$ cat config.mk
export PLATFORM = sky130hd
export DESIGN_NAME = mod_m_down_timer
export DESIGN_NICKNAME = d
export VERILOG_FILES = /design/src/rtl/mod_m_down_timer.sv
export SDC_FILE = /design/constraint.sdc
export NUM_CORES = 1
export LEC_CHECK = 0
export ABC_AREA = 1
export BUFFER_PORTS_ARGS = -buffer_cell sky130_fd_sc_hd__buf_2
export CELL_PAD_IN_SITES_DETAIL_PLACEMENT = 1
export CELL_PAD_IN_SITES_GLOBAL_PLACEMENT = 1
export CORE_MARGIN = 2
export CORE_UTILIZATION = 33
export CTS_CLUSTER_DIAMETER = 100
export DETAILED_ROUTE_END_ITERATION = 12
export MAX_ROUTING_LAYER = met4
export PLACE_DENSITY = 0.73
export SLEW_MARGIN = 30
export SYNTH_ARGS = -nofsm -noshare
export SYNTH_HDL_FRONTEND = slang
export SYNTH_SLANG_ARGS = --single-unit
$ cat constraint.sdc
create_clock -name clk -period 1.3 [get_ports clk]
set_input_delay 0 -clock clk [delete_from_list [all_inputs] [get_ports clk]]
set_output_delay 0 -clock clk [all_outputs]
set_load 0.01 [all_outputs]
$ cat src/rtl/mod_m_down_timer.sv
// mod_m_down_timer: programmable down-counting timer with reload register,
// one-shot / periodic modes and a registered terminal-count pulse.
module mod_m_down_timer #(
  parameter int M = 10,
  parameter int N = 4
) (
  input  logic         clk,
  input  logic         reset,
  input  logic         en,
  input  logic         load,
  input  logic [N-1:0] load_value,
  input  logic         periodic,
  input  logic         start,
  input  logic         stop,
  output logic [N-1:0] count,
  output logic         tc,
  output logic         busy
);

  localparam logic [0:0] IDLE = 1'b0;
  localparam logic [0:0] RUN  = 1'b1;

  localparam logic [N:0]   MW   = (N+1)'(M);
  localparam logic [N-1:0] MAXV = N'(M - 1);

  logic [0:0]   state_q;
  logic [N-1:0] reload_q;
  logic [N-1:0] count_q;
  logic         tc_q;
  logic [N-1:0] lv_c;
  logic [N-1:0] eff;

  always_comb begin
    lv_c = load_value;
    if ({1'b0, load_value} >= MW)
      lv_c = MAXV;
  end

  // a load in the same cycle as start bypasses the reload register
  assign eff = load ? lv_c : reload_q;

  always_ff @(posedge clk) begin
    if (!reset) begin
      state_q  <= IDLE;
      reload_q <= MAXV;
      count_q  <= MAXV;
      tc_q     <= 1'b0;
    end else begin
      tc_q <= 1'b0;
      if (load)
        reload_q <= lv_c;
      if (stop) begin
        state_q <= IDLE;
      end else if (start) begin
        count_q <= eff;
        state_q <= RUN;
      end else if (state_q == RUN && en) begin
        if (count_q != '0) begin
          count_q <= count_q - 1'b1;
        end else begin
          tc_q <= 1'b1;
          if (periodic)
            count_q <= reload_q;
          else
            state_q <= IDLE;
        end
      end
    end
  end

  assign count = count_q;
  assign tc    = tc_q;
  assign busy  = (state_q == RUN);

endmodule

==> Word-level counts from Yosys, hierarchy flattened <==
Cells that the tools add are included.
{ "classes": {"n_addsub": 1, "mul": 0, "div_mod_pow": 0, "n_lt_le_gt_ge": 1, "n_eq_ne": 2, "shift": 0, "mux": 11, "n_bitwise": 3, "n_reduce_logical": 8} }
{ "op_table": {"columns": ["cell", "count"], "rows": [
  ["2-to-1 mux 4 bit", 6],
  ["AND reduction 3 bit", 2],
  ["2-to-1 mux 1 bit", 5],
  [">= comparator 4 bit (second input constant)", 1],
  ["nonzero test 4 bit", 1],
  ["OR reduction 4 bit", 1],
  ["subtractor 4 x 1 -> 4 bit (second input constant)", 1],
  ["NOT 1 bit", 3],
  ["nonzero test 3 bit", 1],
  ["!= test 2 x 1 -> 1 bit (second input constant)", 1],
  ["!= test 2 bit (second input constant)", 1],
  ["nonzero test 2 bit", 1],
  ["OR reduction 2 bit", 1],
  ["logical AND 1 bit", 1]
]} }
{ "word_totals": {"ff_bits": 10, "latchBits": 0, "ram_bits": 0, "mem_bits_ro": 0, "inputBits": 11, "out_inout_bits": 6, "word_cells": 30, "memories": 0} }

==> Logic depth before layout (Yosys ltp) <==
Gate-level depths: netlist of run 1.
{ "logic_depth": {"ltp_word": 4, "ltp_mapped": 10, "depth_no_buf": 9} }

==> Worst setup path after synthesis of run 1 <==
No wires, ideal clock.
{ "synth_timing": {"kind": "register to register", "from": "register count_q[0], in the netlist count[0]", "to": "register count_q[1], in the netlist count[1]", "setup_ns": 0.112, "arrival_time_ns": 1.158, "t_required_ns": 1.188, "path_slack_ns": 0.030, "path_stages_with_launch": 10, "n_path_buf": 1, "synth_period_minus_slack_ns": 1.270, "path_cell_list": "dfxtp_1 inv_1 ha_1 buf_6 nand2_1 nand2_1 nand3_1 nand2_1 nor2_1 nor2_1"} }
{ "synth_between": {"elab_chain_len": 4, "elab_cells_between_ends": 7, "classes_between": "1 x add/sub; 3 x mux; 3 x reduce/logical"} }
{ "synth_lines": {"columns": ["element", "line_no", "source"], "rows": [
  ["from (decl)", "28", "logic [N-1:0] count_q;"],
  ["from (signal assigned)", "59", "count_q <= count_q - 1'b1;"],
  ["from (signal assigned)", "63", "count_q <= reload_q;"],
  ["subtractor 4 x 1 -> 4 bit / nonzero test 4 bit (equally long branches)", "59, 58", null],
  ["2-to-1 mux 4 bit", "58", "if (count_q != '0) begin"],
  ["2-to-1 mux 4 bit", "57", "end else if (state_q == RUN && en) begin"],
  ["2-to-1 mux 4 bit", "54", "end else if (start) begin"]
]} }
Parallel ways exist; a longest one is shown, timed or not. The select of a mux whose other input is x is not followed.
A chain may end at the register's enable or synchronous reset.

==> Worst setup path after layout of run 1 <==
Same ends and word-level chain as after synthesis.

==> results of run 1 <==
per-stage QoR:
step	setup WS (ps)	std cells	instance area (µm²)	TNS, ps	utilization
6_report	149	141	769	0	0.446
3_3_place_gp	15.9	136	713	0	0.413
4_1_cts	53.0	141	758	0	0.439
2_1_floorplan	30.3	96	611	0	-
3_5_place_dp	-12.7	136	713	-21.2	0.413
5_1_grt	5.29	141	769	0	0.446
worst min-delay path, cell delays in order:
cell and delay [ps]:
buf_2 90, o21bai_1 90, nand3_1 60
layout make-up:
class | count | area, µm² | area share
Clock buffer | 3 | 22.5 | 0.0293
Inverter | 16 | 60.1 | 0.0780
Multi-Input combinational cell | 68 | 347 | 0.450
Sequential cell | 10 | 201 | 0.262
Tap cell | 25 | 31.3 | 0.0407
Timing Repair Buffer | 19 | 108 | 0.140
final timing paths:
check,from,to,slack (ps),cells past startpoint
max,count[0]$_SDFFE_PN1P_,count[1]$_SDFFE_PN0P_,150,8
min,load_value[1],reload_q[0]$_SDFF_PN1_,-6,3
max reg2reg,count[0]$_SDFFE_PN1P_,count[1]$_SDFFE_PN0P_,150,8
min reg2reg,busy$_SDFFE_PP0P_,busy$_SDFFE_PP0P_,480,2
registers in the layout, summed over array words and instances, names as in the netlist:
signal,count
busy,1
tc,1
reload_q,4
count,4
layer usage:
metal / up-vias / wire (µm)
li1: 340 / -
met1: 287 / 709
met2: 13 / 727
met3: 6 / 41
met4: 0 / 70
met5: - / 0
synthesized netlist by cell type:
master / n / share of area
a21oi_1: 3 / 0.025
buf_2: 1 / 0.0082
buf_6: 1 / 0.018
dfxtp_1: 10 / 0.33
ha_1: 1 / 0.020
inv_1: 15 / 0.092
inv_2: 1 / 0.0061
nand2_1: 31 / 0.19
nand2_4: 1 / 0.018
nand3_1: 14 / 0.11
nand3_2: 1 / 0.016
nand3_4: 1 / 0.029
nor2_1: 9 / 0.055
nor2_4: 1 / 0.018
nor4_1: 1 / 0.010
o21a_1: 1 / 0.012
o21ai_0: 1 / 0.0082
o21ai_1: 2 / 0.016
o21bai_1: 1 / 0.012
logic make-up after synthesis:
family / count (synthesis)
compound gates: 8
fa+ha+maj: 1
buf+inv: 18
flops: 10
simple gates: 59
power breakdown:
part	switching (mW)	internal, mW
Combinational	0.101	0.0725
Clock	0.113	0.107
Sequential	0.0152	0.324
Total	0.229	0.504
repair_timing:
item                                    in CTS  in global routing
resized for setup                            1                  4
pin swaps                                    0                  1
endpoints found under the hold margin        2                  0
endpoints found under the setup margin       3                  4
hold buffers                                 2                  0
==> reports/metrics.yaml, run 1 <==
violations: "negative hold slack"
drive_gt1_frac: 0.250
cts_root_buf: "clkbuf_4"
synth_compound_area_frac: 0.0738
core_um2: 1730
worst_path_max_delay_cell: "dfxtp_1"
grt_overflow: 0
fillers: 242
cp-start-kind: "flop"
syn_inst: 96
power_uw: 733
synth_top_family_by_area: "simple AND/OR/NAND/NOR gates"
rsz0062_at_grt: "no"
synth_simple_gate_area_share: 0.453
final-setup-viol-count: 0
cts_made_buffers: 3
critPathRequiredTime_ps: 1470
cp_slowest_stage_delay_ps: 360
ant_nets: 0
die_area_um2: 2210
final_common_cell: "nand2_1"
p_per_area_nw_per_um2: 953
via_per_inst: 4.58
ys_types: 19
start_util: 0.354
vias: 646
final_cell_mix: "nand2_1 (31), buf_2 (16), nand3_1 (14), inv_1 (13)"
routedWlPerCell_um: 11.0
clkSinkCount: 10
synth_xor_area_frac: 0
first_iter_violations: 9
hpwl_um: 1260
grt_pass1_vias: 641
fin_hold_ws_ps: -5.93
use_met3: 0.0269
grt_pass1_wl_um: 2650
max_freq_mhz: 869
synth-seq-cells: 10
met2_usage: 0.288
final_nets: 130
use_met1: 0.204
synthMuxAreaShare: 0
ys_seq_area_frac: 0.328
path_cells: "inv_2, ha_4, nand2_1, nand2_1, nand3_1, nand2_1, nor2_1, nor2_1"
tritoncts: "built"
busiest_layer: "met2"
crit_path_end_kind: "flop"
status: "complete, but fails checks"
antenna_found_initial: 0
syn_nets: 108
fin_crit_sh: 0.885
clk_latency_ps: 270
grt_util_all_layers: 0.185
leakagePower_nw: 0.388
portBuffers: 16
relSlewSlack: 0.847
drc: 0
hold_violations: 1
path_delay_family: "simple AND/OR/NAND/NOR gates"
place_congestion: 0.785
tightest_slew_ps: 228
worstSetupPathType: "reg2reg"
min-delay-path-class: "in2reg"
maxSlewViolCount: 0
avgSynthCellArea_um2: 6.36
htreeDepth: 1
fin_crit_ps: 1150
fin_worst_skew_ps: 4.96
clkTransAtPathRegs_ps: 70
first_pass_iters: 2
critPathMostFrequentCell: "nand2_1"
yosys.area_share.adder: 0.0205
synthesis.area_um2: 611
worstPathMaxFanout: 8
die_w_um: 47.0
cp_data_arrival_time_ps: 1320
die_y_um: 47.0
totalWireLength_um: 1550
postCtsSetupRepairBufs: 0
yosysWarnings: 0
io_pins: 17
rows: 15
ir_drop_mv: 0.422
cts_buffer_depth: 2
antenna_cells: 0
cap_viol_max_count: 0
syn_to_final_growth_pct: 26.0
path_buf_inv: 1
grt_max_degree: 10
No activity file was read; power rests on OpenSTA's default activity.
==> run 2: changes to the inputs <==
--- a/config.mk
+++ b/config.mk
@@ -15,6 +15,7 @@
 export DETAILED_ROUTE_END_ITERATION = 12
 export MAX_ROUTING_LAYER = met4
 export PLACE_DENSITY = 0.73
+export RECOVER_POWER = 50
 export SLEW_MARGIN = 30
 export SYNTH_ARGS = -nofsm -noshare
 export SYNTH_HDL_FRONTEND = slang
==> run 2 against run 1 <==
The run still ends with negative hold slack left. Power shrank 0.21%. Clock power is essentially flat. Cell count is the same. First-iteration DRC count shrank 22%. Sequential cell count is the same. Sequential share of layout area grew 0.13 points. Via count is the same. Hold slack gained 0.75 ps. Non-clock buffer count is the same. Critical endpoint unchanged. Highest routed layer unchanged.
==> reports/metrics.yaml, run 2 (same netlist as run 1, synthesis figures left out) <==
cap_viol_max_count: 0
worstPathMaxFanout: 8
ir_drop_mv: 0.420
p_seq_frac: 0.464
io_pins: 17
p_comb_frac: 0.235
switching_share: 0.313
cp_data_arrival_time_ps: 1330
clkSinkCount: 10
via_per_inst: 4.58
drive_gt1_frac: 0.224
power_uw: 732
ant_nets: 0
p_per_area_nw_per_um2: 955
max_freq_mhz: 866
fin_hold_ws_ps: -5.18
hold_violations: 1
postCtsSetupRepairBufs: 0
switchingPower_uw: 229
final_cell_mix: "nand2_1 (31), nand3_1 (14), inv_1 (13), buf_2 (13)"
path_buf_inv: 1
path_delay_family: "simple AND/OR/NAND/NOR gates"
first_pass_iters: 3
routedWlPerCell_um: 11.0
hpwl_um: 1260
rows: 15
die_area_um2: 2210
final-setup-viol-count: 0
stdcell_count: 141
status: "complete, but fails checks"
cts_made_buffers: 3
critPathMostFrequentCell: "nand2_1"
critPathRequiredTime_ps: 1470
totalWireLength_um: 1550
p_int_uw: 502
tightest_slew_ps: 238
portBuffers: 16
path_cells: "inv_2, ha_4, nand2_1, nand2_1, nand3_1, nand2_1, nor2_1, nor2_1"
clockPowerShare: 0.302
tritoncts: "built"
cp_slowest_stage_delay_ps: 360
cp-start-kind: "flop"
cts_buffer_depth: 2
setup_tns_ps: 0
fin_crit_sh: 0.888
cts_root_buf: "clkbuf_4"
antenna_cells: 0
final_nets: 130
violations: "negative hold slack"
clk_latency_ps: 270
start_util: 0.354
worst_path_max_delay_cell: "dfxtp_1"
place_congestion: 0.785
fin_ws_ps: 145
worstSetupPathType: "reg2reg"
grt_overflow: 0
dp_slack_ps: -12.7
leakagePower_nw: 0.379
dp.cells: 136
crit_path_end_kind: "flop"
syn_to_final_growth_pct: 25.4
min-delay-path-class: "in2reg"
fin_worst_skew_ps: 4.96
final_common_cell: "nand2_1"
antenna_found_initial: 0
first_iter_violations: 7
fin_crit_ps: 1150
die_y_um: 47.0
grt_pass1_vias: 641
htreeDepth: 1
rsz0062_at_grt: "no"
maxSlewViolCount: 0
die_w_um: 47.0
relSlewSlack: 0.840
grt_pass1_wl_um: 2650
grt_max_degree: 10
vias: 646
drc: 0
grt_util_all_layers: 0.185
clkTransAtPathRegs_ps: 70
core_um2: 1730
==> run 2: cell types whose count changed in the layout (fill, tap and decap cells not counted), sizes merged <==
cell	before	now
buf	17	14
clkbuf	3	6
==> run 2: worst paths after layout <==
kind	start	end	slack [ps]	cells past startpoint
max	count[0]$_SDFFE_PN1P_	count[1]$_SDFFE_PN0P_	150	8
min reg2reg	busy$_SDFFE_PP0P_	busy$_SDFFE_PP0P_	480	2
max reg2reg	count[0]$_SDFFE_PN1P_	count[1]$_SDFFE_PN0P_	150	8
min	load_value[1]	reload_q[0]$_SDFF_PN1_	-5	3
==> run 2: per-stage QoR <==
step | utilization | cell area [µm²]
after floorplan | - | 611
after global placement | 0.413 | 713
after detailed placement | 0.413 | 713
after CTS | 0.439 | 758
after global routing | 0.443 | 766
final | 0.443 | 766
==> run 2: power by group through the flow <==
stage                     registers [mW]  clock network [mW]  logic [mW]
after floorplan                    0.348                   0       0.105
after global placement             0.345                   0       0.160
after detailed placement           0.345                   0       0.164
after CTS                          0.338               0.222       0.171
after global routing               0.343               0.242       0.198
final                              0.339               0.221       0.172
==> run 2: layer usage <==
| metal | vias to the layer above | GRT usage | share of wire |
|---|---|---|---|
| met5 | - | - | 0 |
| met4 | 0 | 0.161 | 0.045 |
| met3 | 6 | 0.0269 | 0.027 |
| met2 | 13 | 0.288 | 0.47 |
| met1 | 288 | 0.204 | 0.46 |
| li1 | 339 | - | - |
==> run 2: what timing repair did <==
| action | 4_1_cts | 5_1_grt |
|---|---|---|
| setup endpoints to repair | 3 | 4 |
| hold buffers | 2 | 0 |
| pin swaps | 0 | 1 |
| hold endpoints to repair | 2 | 0 |
| resized for setup | 1 | 4 |
==> run 2: final cells by class <==
cell class,count,area [µm²]
Timing Repair Buffer,19,104
Multi-Input combinational cell,68,347
Clock buffer,3,22.5
Tap cell,25,31.3
Sequential cell,10,201
Fill cell,239,961
Inverter,16,60.1
==> run 2: worst min-delay path, delay by kind of cell <==
kind,cells,cell delay (ps)
buffers and inverters,1,90
and+or+nand+nor,1,60
AOI/OAI and AO/OA,1,90
